## src/rtl/instr_decoder.sv

```systemverilog
// Instruction register, fetch/execute phase bit, carry/zero flags and retired counter,
// with a one-hot decode of the IR opcode gated to the execute phase.
module instr_decoder #(
    parameter int CNT_W = 16
) (
    input  logic             clk,
    input  logic             rst_n,
    input  logic [7:0]       bus,
    input  logic             ir_ld,
    input  logic             sm_en,
    input  logic             cf_en,
    input  logic             zf_en,
    input  logic             cf_in,
    input  logic             zf_in,
    output logic [7:0]       ir,
    output logic             sm,
    output logic             mova,
    output logic             movb,
    output logic             movc,
    output logic             add,
    output logic             sub,
    output logic             and1,
    output logic             not1,
    output logic             rsr,
    output logic             rsl,
    output logic             jmp,
    output logic             jz,
    output logic             jc,
    output logic             in1,
    output logic             out1,
    output logic             nop,
    output logic             halt,
    output logic             z,
    output logic             c,
    output logic             halted,
    output logic [CNT_W-1:0] retired
);
    typedef enum logic {FETCH = 1'b0, EXEC = 1'b1} phase_e;

    phase_e           state_q, state_d;
    logic [7:0]       ir_q;
    logic             c_q, z_q, halted_q;
    logic [CNT_W-1:0] retired_q, retired_d;
    logic [15:0]      dec;
    logic             halt_exec, freeze;

    // A halt in EXEC freezes the phase and the counter on the very edge it is seen,
    // so the CPU parks in EXEC with the halt line held.
    assign halt_exec = (state_q == EXEC) && (ir_q[7:4] == 4'hF);
    assign freeze    = halted_q || halt_exec;

    always_comb begin
        state_d   = state_q;
        retired_d = retired_q;
        if (sm_en && !freeze) begin
            state_d = (state_q == FETCH) ? EXEC : FETCH;
            if (state_q == EXEC && retired_q != {CNT_W{1'b1}})
                retired_d = retired_q + CNT_W'(1);
        end
    end

    always_ff @(posedge clk or negedge rst_n) begin
        if (!rst_n) begin
            state_q   <= FETCH;
            ir_q      <= 8'h00;
            c_q       <= 1'b0;
            z_q       <= 1'b0;
            halted_q  <= 1'b0;
            retired_q <= '0;
        end else begin
            state_q   <= state_d;
            retired_q <= retired_d;
            if (halt_exec)
                halted_q <= 1'b1;
            if (!halted_q) begin
                if (ir_ld) ir_q <= bus;
                if (cf_en) c_q <= cf_in;
                if (zf_en) z_q <= zf_in;
            end
        end
    end

    // Lines stay dark during fetch so jumps never reach the control unit then.
    assign dec = (state_q == EXEC) ? (16'h0001 << ir_q[7:4]) : 16'h0000;

    assign {halt, nop, out1, in1, jc, jz, jmp, rsl,
            rsr, not1, and1, sub, add, movc, movb, mova} = dec;

    assign ir      = ir_q;
    assign sm      = (state_q == EXEC);
    assign z       = z_q;
    assign c       = c_q;
    assign halted  = halted_q;
    assign retired = retired_q;
endmodule

```

## config.mk

```make
export PLATFORM = sky130hd
export DESIGN_NAME = instr_decoder
export DESIGN_NICKNAME = d
export VERILOG_FILES = /design/src/rtl/instr_decoder.sv
export SDC_FILE = /design/constraint.sdc
export NUM_CORES = 1
export LEC_CHECK = 0
export BUFFER_PORTS_ARGS = -buffer_cell sky130_fd_sc_hd__buf_2
export CAP_MARGIN = 20
export CORE_UTILIZATION = 25
export DETAILED_ROUTE_END_ITERATION = 7
export GPL_ROUTABILITY_DRIVEN = 1
export HOLD_SLACK_MARGIN = 0.05
export PLACE_DENSITY = 0.56
export SETUP_SLACK_MARGIN = 0.15
export SYNTH_ARGS = -nofsm -noshare
export SYNTH_HDL_FRONTEND = slang
export SYNTH_SLANG_ARGS = --single-unit
```

## constraint.sdc

```tcl
create_clock -name clk -period 4 [get_ports clk]
set_input_delay 0.8 -clock clk [delete_from_list [all_inputs] [get_ports clk]]
set_output_delay 0.8 -clock clk [all_outputs]
set_load 0.02 [all_outputs]
```

# Yosys cells after proc, flatten, opt, wreduce, memory -nomap -nowiden
# Cells that the tools add are included.
[op_classes] addsub=1 n_eq_ne=2 shift=1 muxes=2 n_bitwise=1 reduce_logical=9
[ops] op="$add 16x1->16 const B" n=1
[ops] op="$mux 16" n=1
[ops] op="$ne 16x16->1 const B" n=1
[ops] op="$shl 1x4->16 const A" n=1
[ops] op="$reduce_and 2->1" n=4
[ops] op="$eq 4x4->1 const B" n=1
[ops] op="$logic_and 1x1->1" n=3
[ops] op="$logic_not 1->1" n=1
[ops] op="$logic_or 1x1->1" n=1
[ops] op="$mux 1" n=1
[ops] op="$not 1->1" n=1
[totals] ff_bits=28 inputBits=16 output_inout_bits=44 word_cells=22

# Logic depth before layout (Yosys ltp)
[depth] word_depth=6 mapped_depth=6 ltp_nobuf=6

# Worst setup path after synthesis
# No wires, ideal clock.
[synth_timing] kind="register to output" from="register state_q, in the netlist sm" to="output port mova" t_arrival_ns=1.501 required_time_ns=3.200 slack_ns=1.699 stages_incl_launch_ff=3 n_path_buf=0 path_cell_list="dfrtp_1 > or3b_2 > nor3_1"
[synth_via] elab_chain_len=1
[synth_lines] element="from (decl)" line="40" source="phase_e state_q, state_d;"
[synth_lines] element="from (signal assigned)" line="71" source="state_q <= state_d;"
[synth_lines] element="$mux 16" line="84" source="assign dec = (state_q == EXEC) ? (16'h0001 << ir_q[7:4]) : 16'h0000;"
[synth_lines] element="to (decl)" line="17" source="output logic mova,"
# Every way passes these cells.

# Worst setup path in the final report
# Same ends and word-level chain as after synthesis.

==> summary by stage <==
Clocking
In this run the number of H-tree levels came out at 1. The number of sinks handled by clock tree synthesis is 28. The CTS tree is yes.

The post-CTS setup buffer count is 0. Clock-pin slew was measured on the worst setup and hold paths at 0.09 ns. The tree is rooted in a clkbuf_8.

The post-cts repair resize count is 0. The maximum buffer depth of the clock tree is 2. At the later pin of the worst-skew pair, clock insertion delay measures 0.26 ns. In this run, post-CTS hold repair placed 0 buffers.

Counting the buffers created by CTS gives 3.

Synthesis
Sequential elements use 51.2% of the synthesized area. The top flip-flop cell by instance count after synthesis is dfrtp_1. Of the total synthesized cell area, the portion taken by AND, OR, NAND and NOR gates is 25.3%. The synthesized netlist devotes 9.60% of its cell area to XOR and XNOR gates.

The synthesized netlist devotes 0.914% of its cell area to adder and majority cells. The Yosys step of the flow raised 0 warnings. In the synthesized netlist, mux cells make up 9.05% of the area. The synthesized cell area is 1370 sq um. The synthesized netlist devotes 2.65% of its cell area to compound gates. dfrtp_1 takes more of the synthesized area than any other cell. For this run, asynchronously set or reset flops after synthesis account for 100%. Counting every instance in the synthesized netlist gives 120. After synthesis, the cell types taking the most area are dfrtp_1 (51%), mux2_2 (8.2%), xnor2_1 (5.8%). The synthesized design contains 28 register bits.

The number of synthesized flops with an enable pin is 0. The share of the synthesized area in the top cell type is 51.2%. By area, the combinational part of the netlist is dominated by simple AND/OR/NAND/NOR gates. The distinct cell type count of the synthesized netlist is 26.

The synthesized area per cell is 11.4 sq um. The number of nets handed over by synthesis was 137.

Finish
Cells with a size suffix above 1 make up 46.4% of the layout. The net count of the finished layout is 198. The number of antenna cells inserted is 0. Leaving out fill and tap cells, the most frequent cells in the layout are buf_2 (59), dfrtp_1 (28), nor2_1 (17). The synthesis-to-finish area growth is 30.0%. The library cell used most frequently in the layout, excluding fill and tap cells, is buf_2.

Min path
The type of the tightest min-delay check is reg -> reg.

STA
The count of pins over their slew limit was 0. Setup slack closes at 1.62 ns. The post-route clock skew is 0.00188 ns. Setup repair after global routing left no endpoint under its margin. The final count of negative-setup-slack endpoints is 0.

The actual slew at the worst max-slew pin is 0.746 ns. Dividing the final minimum period by the clock period gives 59.5%. For the final routed database, the setup TNS stands at 0 ns.

Based on the critical path, the design can be clocked at up to 420 MHz. In this run the tightest slew margin relative to its limit is 50.1%. The clock period minus worst slack is 2.38 ns. The number of failing hold endpoints at the final stage is 0.

Job
Across the run, the number of max-cap violations was 0.

Floorplan
The placeable core region is 5200 sq um. The total number of placement rows is 26. The die is 76.0 microns wide. The chip height is 76.0 microns. The I/O pin total is 60. The die covers 5780 sq um. The initial core utilization is 26.3%.

Power
The largest vdd supply drop is 241 uV. The power density of the placed cells is 619 nW/um^2. The analysis attributes to cell leakage a power of 0.882 nW.

Detailed routing
The count of routing violations after the opening detailed-route iteration is 33. The vias after detailed routing is 1129. The first detailed-routing pass took 4 iterations. The detail route stage leaves a number of antenna-violating nets equal to 0.

The number of remaining DRC errors is 0. The via-per-instance ratio is 4.53. In the final routed layout, each cell accounts on average for 11.8 microns. The routed design has 2930 microns of wire.

Placed design
Timing analysis after detailed placement gives a worst setup slack of 1.92 ns. The total half-perimeter wirelength after legalization and detailed placement is 2200 microns. Input and output buffers added on the ports amount to 59.

At the end of routability-driven placement, the weighted congestion stood at 0.787.

Global routing
The maximum number of pins on one net before global-route repair is 29. The global-route wire length before repair is 4840 microns. The global-route congestion overflow total is 0. The number of antenna violations at the first check in global routing was 0. The number of global-route vias before repair came to 1056. Global routing consumed, over all layers together, 10.2% of the routing resources.

Critical path
STA classifies the critical path startpoint as a flip-flop. The endpoint type of the worst setup path is an output port. The setup path with the least slack is of type reg -> out. STA puts the critical path data arrival time at 1.58 ns.

Along the worst path, the maximum fanout reaches 8. For the worst setup path, the data required time is 3.20 ns.

Status
The flow ran to the end, and the final reports show no timing, DRC or antenna violations.
where the power goes:
group	leakage [nW]	internal (mW)	switching, mW
Combinational	0.513	0.192	0.289
Sequential	0.348	0.367	0.106
Clock	0.0216	0.0674	0.0798
per-stage QoR:
step	instance area [sq um]	cells	utilization [%]	power (mW)	hold WS (ns)
2_1_floorplan	1370	120	-	0.798	0.504
3_3_place_gp	1740	246	33.4	0.958	0.474
3_5_place_dp	1740	246	33.4	0.963	0.482
4_1_cts	1780	249	34.2	1.12	0.499
5_1_grt	1780	249	34.2	1.18	0.523
6_report	1780	249	34.2	1.10	0.493
flip-flops by register name (all words and copies together), names as in the netlist:
name and count:
halted 1, retired 16, c 1, ir 8, z 1, sm 1
worst max-delay path, cell delays in order (launching register included):
cell	delay [ns]
dfrtp_1	0.47
or3b_2	0.52
nor3_1	0.14
buf_2	0.18
cells in the mapped netlist (2+ instances only):
cell	count
nand4_1	6
nor2_1	17
nand2_1	4
dfrtp_1	28
nand3b_1	2
and3_4	4
buf_2	2
xnor2_1	9
xor2_1	6
nand2b_1	2
and3_1	5
nand3_1	6
mux2_2	10
nor3_1	4
nor2b_1	4
metal layers:
metal	vias to the layer above	track usage, %	part of all wire [%]
met3	2	2.40	5.2
met1	553	13.2	48
li1	535	-	-
met4	0	2.88	0.48
met5	-	0	0
met2	39	17.1	46
cell families (layout without fill, tap and decap cells):
kind of cell	count (synthesis)	count (layout)
mux	11	11
fa+ha+maj	1	1
buf+inv	4	63
simple gates	59	59
compound gates	2	2
flops	28	28
xor+xnor	15	15
cell type report:
type,count,area (sq um)
multi-input cells,88,651
clock buffers,3,41.3
flip-flops and latches,28,701
repair buffers,59,295
fillers,567,3430
well taps,70,87.6
inverters,1,3.75
path summary, 6_finish.rpt:
path | from | to | slack [ns] | cells past startpoint
setup reg to reg | retired[0] | retired[1] | 2.33 | 5
hold reg to reg | retired[7] | retired[7] | 0.49 | 1
min in group asynchronous | rst_n | retired[9] | 0.55 | 1
hold / removal | retired[7] | retired[7] | 0.49 | 1
setup / recovery | sm | mova | 1.62 | 3
max in group asynchronous | rst_n | ir[6] | 3.04 | 1
No activity file was read; power rests on OpenSTA's default activity.
